[src/rtl/wb_bridge_pkg.sv]
// ----------------------------------------------------------------------------
// wb_bridge_pkg
//   Shared definitions for the Wishbone timeout bridge.
//   - state_t / IDLE / REQ / RESP : bridge FSM encoding
//   - cnt_width()                 : width of a counter that must hold 0..timeout
// ----------------------------------------------------------------------------
package wb_bridge_pkg;

    typedef logic [1:0] state_t;

    localparam state_t IDLE = 2'd0;
    localparam state_t REQ  = 2'd1;
    localparam state_t RESP = 2'd2;

    // A disabled timer (timeout == 0) still gets a 1-bit counter so that
    // the counter declaration never collapses to zero width.
    function automatic int cnt_width(input int timeout);
        if (timeout <= 0) begin
            return 1;
        end
        return $clog2(timeout + 1);
    endfunction

endpackage

[src/rtl/wb_if.sv]
// ----------------------------------------------------------------------------
// wb_if
//   Classic Wishbone bus bundle (single cycle CYC/STB handshake).
//   Ports of the bundle:
//     adr, dat_w, cyc, stb, we, sel : driven by the master
//     dat_r, ack, err                : driven by the slave
//   Modports:
//     master : side that issues requests
//     slave  : side that answers requests
// ----------------------------------------------------------------------------
interface wb_if #(
    parameter int ADDR_WIDTH = 32,
    parameter int DATA_WIDTH = 32
) ();

    logic [ADDR_WIDTH-1:0]   adr;
    logic [DATA_WIDTH-1:0]   dat_w;
    logic [DATA_WIDTH-1:0]   dat_r;
    logic                    cyc;
    logic                    stb;
    logic                    we;
    logic [DATA_WIDTH/8-1:0] sel;
    logic                    ack;
    logic                    err;

    modport master (
        output adr, dat_w, cyc, stb, we, sel,
        input  dat_r, ack, err
    );

    modport slave (
        input  adr, dat_w, cyc, stb, we, sel,
        output dat_r, ack, err
    );

endinterface

[src/rtl/wb_bus_timer.sv]
// ----------------------------------------------------------------------------
// wb_bus_timer
//   Saturating cycle counter guarding one outstanding bus request.
//   Ports:
//     clk      in  clock, rising edge
//     rstn     in  asynchronous active-low reset
//     clear    in  force the count back to zero
//     enable   in  count one cycle of waiting
//     expired  out high during the TIMEOUT-th enabled cycle after a clear
//   TIMEOUT == 0 disables the timer: expired is never asserted.
// ----------------------------------------------------------------------------
module wb_bus_timer
    import wb_bridge_pkg::*;
#(
    parameter int TIMEOUT = 256
) (
    input  logic clk,
    input  logic rstn,
    input  logic clear,
    input  logic enable,
    output logic expired
);

    localparam int             CW       = cnt_width(TIMEOUT);
    localparam logic [CW-1:0]  CNT_MAX  = CW'(TIMEOUT);
    localparam logic [CW-1:0]  CNT_LAST = (TIMEOUT == 0) ? '0 : CW'(TIMEOUT - 1);

    logic [CW-1:0] count_reg;
    logic [CW-1:0] count_next;

    // Holds at CNT_MAX instead of wrapping, so a stuck enable can never
    // re-arm the expiry a second time.
    always_comb begin
        count_next = count_reg;
        if (clear) begin
            count_next = '0;
        end else if (enable && (count_reg != CNT_MAX)) begin
            count_next = count_reg + 1'b1;
        end
    end

    always_ff @(posedge clk or negedge rstn) begin
        if (!rstn) begin
            count_reg <= '0;
        end else begin
            count_reg <= count_next;
        end
    end

    generate
        if (TIMEOUT == 0) begin : g_disabled
            assign expired = 1'b0;
        end else begin : g_enabled
            assign expired = enable && (count_reg == CNT_LAST);
        end
    endgenerate

endmodule

[src/rtl/wb_timeout_bridge.sv]
// ----------------------------------------------------------------------------
// wb_timeout_bridge
//   Single-outstanding Wishbone bridge. Each upstream request is registered,
//   forwarded downstream and guarded by a bus timer. A silent target gets an
//   ERR returned upstream and its address latched for diagnosis.
//   Ports:
//     clk           in  clock, rising edge
//     rstn          in  asynchronous active-low reset
//     s             wb_if.slave   upstream port (from subsystem master)
//     m             wb_if.master  downstream port (to system bus)
//     timeout_clr   in  one-cycle pulse clearing timeout_irq
//     timeout_irq   out sticky flag, set on every timeout
//     timeout_addr  out address of the most recent timed-out request
// ----------------------------------------------------------------------------
module wb_timeout_bridge
    import wb_bridge_pkg::*;
#(
    parameter int WB_ADDR_WIDTH = 32,
    parameter int WB_DATA_WIDTH = 32,
    parameter int TIMEOUT       = 256
) (
    input  logic                     clk,
    input  logic                     rstn,
    wb_if.slave                      s,
    wb_if.master                     m,
    input  logic                     timeout_clr,
    output logic                     timeout_irq,
    output logic [WB_ADDR_WIDTH-1:0] timeout_addr
);

    localparam int SEL_WIDTH = WB_DATA_WIDTH / 8;

    state_t                   state_reg;
    state_t                   state_next;

    logic [WB_ADDR_WIDTH-1:0] req_adr_reg;
    logic [WB_DATA_WIDTH-1:0] req_dat_reg;
    logic [SEL_WIDTH-1:0]     req_sel_reg;
    logic                     req_we_reg;

    logic                     err_reg;
    logic                     abandon_reg;
    logic [WB_DATA_WIDTH-1:0] rdata_reg;

    logic                     irq_reg;
    logic [WB_ADDR_WIDTH-1:0] taddr_reg;

    logic                     in_idle;
    logic                     in_req;
    logic                     in_resp;
    logic                     s_req;
    logic                     expired;
    logic                     timeout_hit;

    assign in_idle = (state_reg == IDLE);
    assign in_req  = (state_reg == REQ);
    assign in_resp = (state_reg == RESP);
    assign s_req   = s.cyc && s.stb;

    // A reply arriving in the very cycle the timer expires takes priority.
    assign timeout_hit = in_req && expired && !m.ack && !m.err;

    wb_bus_timer #(
        .TIMEOUT (TIMEOUT)
    ) u_timer (
        .clk     (clk),
        .rstn    (rstn),
        .clear   (!in_req),
        .enable  (in_req),
        .expired (expired)
    );

    always_comb begin
        state_next = state_reg;
        case (state_reg)
            IDLE:    if (s_req) state_next = REQ;
            REQ:     if (m.ack || m.err || timeout_hit) state_next = RESP;
            RESP:    state_next = IDLE;
            default: state_next = IDLE;
        endcase
    end

    always_ff @(posedge clk or negedge rstn) begin
        if (!rstn) begin
            state_reg   <= IDLE;
            req_adr_reg <= '0;
            req_dat_reg <= '0;
            req_sel_reg <= '0;
            req_we_reg  <= 1'b0;
            err_reg     <= 1'b0;
            abandon_reg <= 1'b0;
            rdata_reg   <= '0;
            irq_reg     <= 1'b0;
            taddr_reg   <= '0;
        end else begin
            state_reg <= state_next;

            if (in_idle && s_req) begin
                req_adr_reg <= s.adr;
                req_dat_reg <= s.dat_w;
                req_sel_reg <= s.sel;
                req_we_reg  <= s.we;
                abandon_reg <= 1'b0;
            end

            if (in_req) begin
                // Upstream gave up: keep the downstream transfer legal to the
                // end, but swallow the response.
                if (!s_req) begin
                    abandon_reg <= 1'b1;
                end
                if (m.err) begin
                    err_reg   <= 1'b1;
                    rdata_reg <= '0;
                end else if (m.ack) begin
                    err_reg   <= 1'b0;
                    rdata_reg <= req_we_reg ? '0 : m.dat_r;
                end else if (timeout_hit) begin
                    err_reg   <= 1'b1;
                    rdata_reg <= '0;
                end
            end

            // Set dominates clear so a coincident clear cannot lose a timeout.
            if (timeout_hit) begin
                irq_reg   <= 1'b1;
                taddr_reg <= req_adr_reg;
            end else if (timeout_clr) begin
                irq_reg <= 1'b0;
            end
        end
    end

    // Downstream request is decoded from registers only: no s -> m comb path.
    assign m.cyc   = in_req;
    assign m.stb   = in_req;
    assign m.we    = in_req && req_we_reg;
    assign m.adr   = req_adr_reg;
    assign m.dat_w = req_dat_reg;
    assign m.sel   = req_sel_reg;

    assign s.ack   = in_resp && !err_reg && !abandon_reg;
    assign s.err   = in_resp &&  err_reg && !abandon_reg;
    assign s.dat_r = (in_resp && !abandon_reg) ? rdata_reg : '0;

    assign timeout_irq  = irq_reg;
    assign timeout_addr = taddr_reg;

endmodule

[src/flat_wrapper.sv]
// flat-port wrapper written by rule: the top's interface ports become plain ports
module wb_timeout_bridge_flat import wb_bridge_pkg::*;
#(
    parameter int WB_ADDR_WIDTH = 32,
    parameter int WB_DATA_WIDTH = 32,
    parameter int TIMEOUT       = 256
)
  (clk, rstn, timeout_clr, timeout_irq, timeout_addr, s_adr, s_dat_w, s_cyc, s_stb, s_we, s_sel, s_dat_r, s_ack, s_err, m_adr, m_dat_w, m_cyc, m_stb, m_we, m_sel, m_dat_r, m_ack, m_err);
  wb_if #(.ADDR_WIDTH((32)), .DATA_WIDTH((32))) s_i ();
  wb_if #(.ADDR_WIDTH((32)), .DATA_WIDTH((32))) m_i ();
  input  logic clk;
  input  logic rstn;
  input  logic timeout_clr;
  output logic timeout_irq;
  output logic [WB_ADDR_WIDTH-1:0] timeout_addr;
  input wire logic [$bits(s_i.adr)-1:0] s_adr;
  input wire logic [$bits(s_i.dat_w)-1:0] s_dat_w;
  input wire logic [$bits(s_i.cyc)-1:0] s_cyc;
  input wire logic [$bits(s_i.stb)-1:0] s_stb;
  input wire logic [$bits(s_i.we)-1:0] s_we;
  input wire logic [$bits(s_i.sel)-1:0] s_sel;
  output wire logic [$bits(s_i.dat_r)-1:0] s_dat_r;
  output wire logic [$bits(s_i.ack)-1:0] s_ack;
  output wire logic [$bits(s_i.err)-1:0] s_err;
  output wire logic [$bits(m_i.adr)-1:0] m_adr;
  output wire logic [$bits(m_i.dat_w)-1:0] m_dat_w;
  output wire logic [$bits(m_i.cyc)-1:0] m_cyc;
  output wire logic [$bits(m_i.stb)-1:0] m_stb;
  output wire logic [$bits(m_i.we)-1:0] m_we;
  output wire logic [$bits(m_i.sel)-1:0] m_sel;
  input wire logic [$bits(m_i.dat_r)-1:0] m_dat_r;
  input wire logic [$bits(m_i.ack)-1:0] m_ack;
  input wire logic [$bits(m_i.err)-1:0] m_err;
  assign s_i.adr = s_adr;
  assign s_i.dat_w = s_dat_w;
  assign s_i.cyc = s_cyc;
  assign s_i.stb = s_stb;
  assign s_i.we = s_we;
  assign s_i.sel = s_sel;
  assign s_dat_r = s_i.dat_r;
  assign s_ack = s_i.ack;
  assign s_err = s_i.err;
  assign m_adr = m_i.adr;
  assign m_dat_w = m_i.dat_w;
  assign m_cyc = m_i.cyc;
  assign m_stb = m_i.stb;
  assign m_we = m_i.we;
  assign m_sel = m_i.sel;
  assign m_i.dat_r = m_dat_r;
  assign m_i.ack = m_ack;
  assign m_i.err = m_err;
  wb_timeout_bridge #(.WB_ADDR_WIDTH(WB_ADDR_WIDTH), .WB_DATA_WIDTH(WB_DATA_WIDTH), .TIMEOUT(TIMEOUT)) u_core (.clk(clk), .rstn(rstn), .s(s_i), .m(m_i), .timeout_clr(timeout_clr), .timeout_irq(timeout_irq), .timeout_addr(timeout_addr));
endmodule
[config.mk]
export PLATFORM = sky130hd
export DESIGN_NAME = wb_timeout_bridge_flat
export DESIGN_NICKNAME = d
export VERILOG_FILES = /design/src/rtl/wb_bridge_pkg.sv /design/src/rtl/wb_if.sv /design/src/rtl/wb_bus_timer.sv /design/src/rtl/wb_timeout_bridge.sv /design/src/flat_wrapper.sv
export SDC_FILE = /design/constraint.sdc
export NUM_CORES = 1
export LEC_CHECK = 0
export CORE_ASPECT_RATIO = 1.2
export CORE_MARGIN = 2
export CORE_UTILIZATION = 39
export CTS_CLUSTER_DIAMETER = 150
export DETAILED_ROUTE_END_ITERATION = 16
export PLACE_DENSITY = 0.85
export RECOVER_POWER = 100
export SLEW_MARGIN = 20
export SYNTH_ARGS = -nofsm -noshare
export SYNTH_HDL_FRONTEND = slang
export SYNTH_SLANG_ARGS = --single-unit
[constraint.sdc]
create_clock -name clk -period 2 [get_ports clk]
set_input_delay 0.3 -clock clk [delete_from_list [all_inputs] [get_ports clk]]
set_output_delay 0.3 -clock clk [all_outputs]
set_load 0.05 [all_outputs]
* Word level (Yosys, flattened, before mapping)
Index checks and enable logic that the tools add are counted.
** Operators by class
- Add/subtract/negate cells :: 1
- Equality and inequality tests :: 7
- Muxes and demuxes :: 18
- Reduce and logical (&&, ||, !) cells :: 24
** Operator list (count)
- 2-to-1 mux 32 bit :: 5
- 2-to-1 mux 9 bit :: 2
- logical AND 1 bit :: 13
- adder 9 x 1 -> 9 bit, second input constant :: 1
- equality test 9 x 8 -> 1 bit, second input constant :: 1
- != test 9 bit, second input constant :: 1
- 2-to-1 mux 1 bit :: 8
- != test 2 bit, second input constant :: 3
- logical NOT 1 bit :: 4
- 2-to-1 mux 2 bit :: 2
- case mux 2 bit (2 select lines) :: 1
- AND reduction 2 bit :: 2
- nonzero test 3 bit :: 1
- equality test 2 x 1 -> 1 bit, second input constant :: 1
- equality test 2 bit, second input constant :: 1
- logical NOT 2 bit :: 1
- logical OR 1 bit :: 2
- nonzero test 2 bit :: 1
** Word-level totals
- Flip-flop bits (word level) :: 147
- Output and inout port bits :: 138

* Logic depth before layout (Yosys ltp)
- Depth in word-level cells :: 8
- Mapped depth :: 9

* Modules after synthesis
From an unflattened synthesis, not the netlist that was laid out.
** Second synthesis, totals
- Cells, all modules :: 473
- Area total of the unflattened synthesis :: 6089.6 µm²
** Modules (own cells, without submodules)
- wb_timeout_bridge :: instances 1, cells each 419, area an instance 5546.6 µm²
- wb_bus_timer :: instances 1, cells each 54, area an instance 543.0 µm²

* Worst setup path after synthesis
Ideal clock, no wire load.
- Path kind :: register -> register
- Start point :: register u_core.u_timer.count_reg[0]
- End point :: register u_core.rdata_reg[0]
- Setup time :: 79 ps
- Data arrival time :: 1840 ps
- Required time :: 1921 ps
- Setup slack :: 81 ps
- Cell stages (with the launch flop) :: 10
- Buffers on the path :: 1
- Clock period less this slack :: 1919 ps
- Cell sequence :: dfrtp_1 -> ha_1 -> nand3_1 -> nor2_1 -> and2_1 -> ha_1 -> inv_1 -> a21oi_4 -> buf_4 -> mux2i_1
** On the way
- Cells in the longest elaborated chain, start to end :: 7
** RTL lines
- start: declaration :: line wb_bus_timer.sv:28 : logic [CW-1:0] count_reg;
- start signal: assignment :: line wb_bus_timer.sv:46 : count_reg <= count_next;
- equality test 9 x 8 -> 1 bit :: line wb_bus_timer.sv:54 : assign expired = enable && (count_reg == CNT_LAST);
- logical AND 1 bit :: line wb_bus_timer.sv:54
- logical AND 1 bit (3 in series) :: line wb_timeout_bridge.sv:61 : assign timeout_hit = in_req && expired && !m.ack && !m.err;
- nonzero test 3 bit (no source line)
- AND reduction 2 bit (no source line)
- end signal: assignment :: line wb_timeout_bridge.sv:117 : rdata_reg <= req_we_reg ? '0 : m.dat_r;
- end: declaration :: line wb_timeout_bridge.sv:43 : logic [WB_DATA_WIDTH-1:0] rdata_reg;
Every way passes these cells.
A chain may end at the register's enable or synchronous reset.

* Final worst setup path
- Start point :: register u_core.u_timer.count_reg[1]
- End point :: register u_core.rdata_reg[28]
The elaborated chain is that of the path after synthesis.

==> metrics <==
power per standard cell area 979.3 nW/um^2; Post-layout nets 848; Max Slew Vio Count 0; Via-to-Cell Ratio 4.771; cts bufs inserted 17; core area 15510 sq um; Post-Route WL 16.95 mm; synth top area cells dfrtp_1 60%, mux2_2 17%, mux2i_1 5.4%; FFs w/ async S/R, synth 100.0%; residual DRC count 0; n_diodes 0; Slew headroom about 52%; Critical Path Fanout Max 6; Sink Count 147; share of cells above drive strength 1 31.60%; vias in the first global route 5000; pin count of the biggest net entering global routing 55; multi-input logic area 2286 sq um; Starting Density between 30% and 40%; initial antenna violation count 0; Psw between 0.003 and 0.004 W; Max Clk Rate 500.0 MHz; DR vias around 4600; DR pass1 iterations 4; Clock Pin Slew Worst Setup and Hold Paths 0.06 ns; Post-Syn Instances 460; YS warnings 0; filler instances 1142; CTS tree built; status completed; IO Count 246; sequential group share of total power 37.5%; leading area contributor after synthesis dfrtp_1; synthesized area 6153 sq um; sw frac 35.07%; Placer Congestion 0.8263; Tmin final 2.000 ns; row cnt 50; Logic pwr share 31.4%; GR Util All Layers 19.33%; Post-Layout Inst Area 10160 sq um; most frequent cells in the layout 206 x clkdlybuf4s50_1, 145 x dfrtp_1, 92 x mux2_2, 41 x buf_12, 40 x inv_1; clk_lat worst skew approximately 0.41 ns; CTS root buf clkbuf_16; post-DR wirelength/cell 17.70 um; RSZ-0062 raised after global routing true; Clock Skews 0.009691 ns; clock power share 31.1%; FF+latch area 3681 sq um; Worst Path Required 2.33 ns; final setup vio count 0; top-area cell type share of the netlist area 59.78%; First DRT Iteration DRCs 175; post-placement cell area 9370 sq um; DP HPWL about 12 mm; Peak VDD IR between 0.0005 and 0.0006 V; Post-Syn Area per Cell 13.38 sq um; worst slew pin tran roughly 0.71 ns; Die H 141.6 um; IO buf count 245; post-layout power between 0.009 and 0.01 W; part of the cycle the worst path needs between 90% and 100%; Die Wd 118.7 um; Post-Syn Nets 571; Yosys reg bits 147; sequential fraction of the synthesis area between 50% and 60%; critical path type flip-flop to flip-flop; Internal 0.006459 W; post-route ant nets 0; max-capacitance violation count 0; global route overflow 0; Hold Vio Cnt, Final 0; HP Class input port to async pin; WP data arrival 2.33 ns; Clock Path Buffers 2; die area 16800 sq um; commonest non-fill, non-tap cell in the layout clkdlybuf4s50_1; worst hold slack 0.4130 ns; global-route wire length before repair 25.77 mm; H-tree Lvls 4; top_reg_cell synth dfrtp_1; P_leak roughly 4.3 nW; Area Growth Syn to Fin 65.09%; startpoint types flip-flop; EDFF count, synth 0; post-synth cell types 35; element type at the critical path end flip-flop; Core Util, Final approximately 65%
## power groups by stage
| stage | logic [W] | clock network (W) | registers, W |
|---|---|---|---|
| floorplan | 0.000637 | 0 | 0.00490 |
| global placement | 0.00301 | 0 | 0.00374 |
| detailed placement | 0.00309 | 0 | 0.00377 |
| CTS | 0.00310 | 0.00317 | 0.00373 |
| global route | 0.00325 | 0.00330 | 0.00379 |
| finish | 0.00312 | 0.00309 | 0.00373 |
## critical path, stage by stage, from the launching register on
cell       delay, ns
dfrtp_1         0.37
ha_2            0.21
nand3_2         0.12
nor2_4          0.15
and2_4          0.16
ha_4            0.13
inv_1           0.07
a21oi_4         0.17
buf_12          0.16
clkbuf_16       0.17
mux2i_1         0.21
## cell usage after synthesis, types with 2 or more instances
| master | number |
|---|---|
| nand4_1 | 2 |
| dfrtp_1 | 147 |
| clkbuf_1 | 3 |
| ha_1 | 3 |
| nand3_1 | 3 |
| inv_1 | 40 |
| a21oi_1 | 5 |
| or3_1 | 2 |
| mux2i_1 | 33 |
| mux2_4 | 8 |
| nor3b_1 | 2 |
| nor4b_1 | 2 |
| buf_4 | 4 |
| nor2_1 | 4 |
| buf_2 | 10 |
| mux2_2 | 93 |
| nand2_1 | 38 |
| o21ai_0 | 6 |
| and2_1 | 36 |
| buf_6 | 4 |
## cell families (layout without fill, tap and decap cells)
kind of cell / Yosys count / in the layout / share of synthesized area [%]
fa+ha+maj: 3 / 3 / 0.6101
flops: 147 / 147 / 59.78
xor+xnor: 2 / 2 / 0.2847
simple gates: 96 / 96 / 8.479
mux: 134 / 134 / 24.34
compound gates: 16 / 16 / 1.708
buf+inv: 62 / 352 / 4.799
## metrics by stage
step           setup WS (ns)  instances  setup TNS, ns
2_1_floorplan        0.08061        460              0
3_3_place_gp         0.08008        914              0
3_5_place_dp         0.02028        914              0
4_1_cts           -0.0006554        947     -0.0006554
5_1_grt             -0.08001        958         -2.589
6_report          0.00002753        958              0
## what timing repair did
| item | CTS | global route |
|---|---|---|
| hold buffers | 1 | 0 |
| hold endpoints to repair | 50 | 0 |
| gates resized for setup | 8 | 37 |
| setup endpoints to repair | 23 | 89 |
| pin swaps | 1 | 4 |
| buffers inserted | 0 | 4 |
| gates cloned | 0 | 7 |
## final timing paths
kind / cells past startpoint / start / to / slack, ns
hold reg to reg: 1 / u_core.m.sel[1]$_DFFE_PN0P_ / u_core.m.sel[1]$_DFFE_PN0P_ / 0.50
min in group clk: 3 / m_dat_r[1] / u_core.rdata_reg[1]$_DFFE_PN0P_ / 0.44
setup / recovery: 10 / u_core.u_timer.count_reg[1]$_DFFE_PN0P_ / u_core.rdata_reg[28]$_DFFE_PN0P_ / 0.00003
hold / removal: 2 / rstn / u_core.m.adr[8]$_DFFE_PN0P_ / 0.41
setup reg to reg: 10 / u_core.u_timer.count_reg[1]$_DFFE_PN0P_ / u_core.rdata_reg[28]$_DFFE_PN0P_ / 0.00003
max in group asynchronous: 3 / rstn / u_core.timeout_addr[7]$_DFFE_PN0P_ / 0.44
## per-layer routing
layer / GRT usage [%] / share of wire (%) / vias to the layer above
met5: 0 / 0 / -
met4: 7.080 / 1.9 / 0
met3: 5.667 / 6.6 / 28
li1: - / - / 2088
met1: 21.76 / 38 / 2263
met2: 34.69 / 54 / 192
## layout make-up
| type | count | share of cell area [%] |
|---|---|---|
| clock inverter | 14 | 1.367 |
| inverter | 41 | 1.564 |
| tap | 208 | 2.562 |
| sequential | 147 | 36.24 |
| clock buffer | 18 | 4.323 |
| timing repair buffer | 279 | 31.44 |
| multi-input combinational | 251 | 22.50 |
Note: power is estimated with default switching activity, not from simulation.
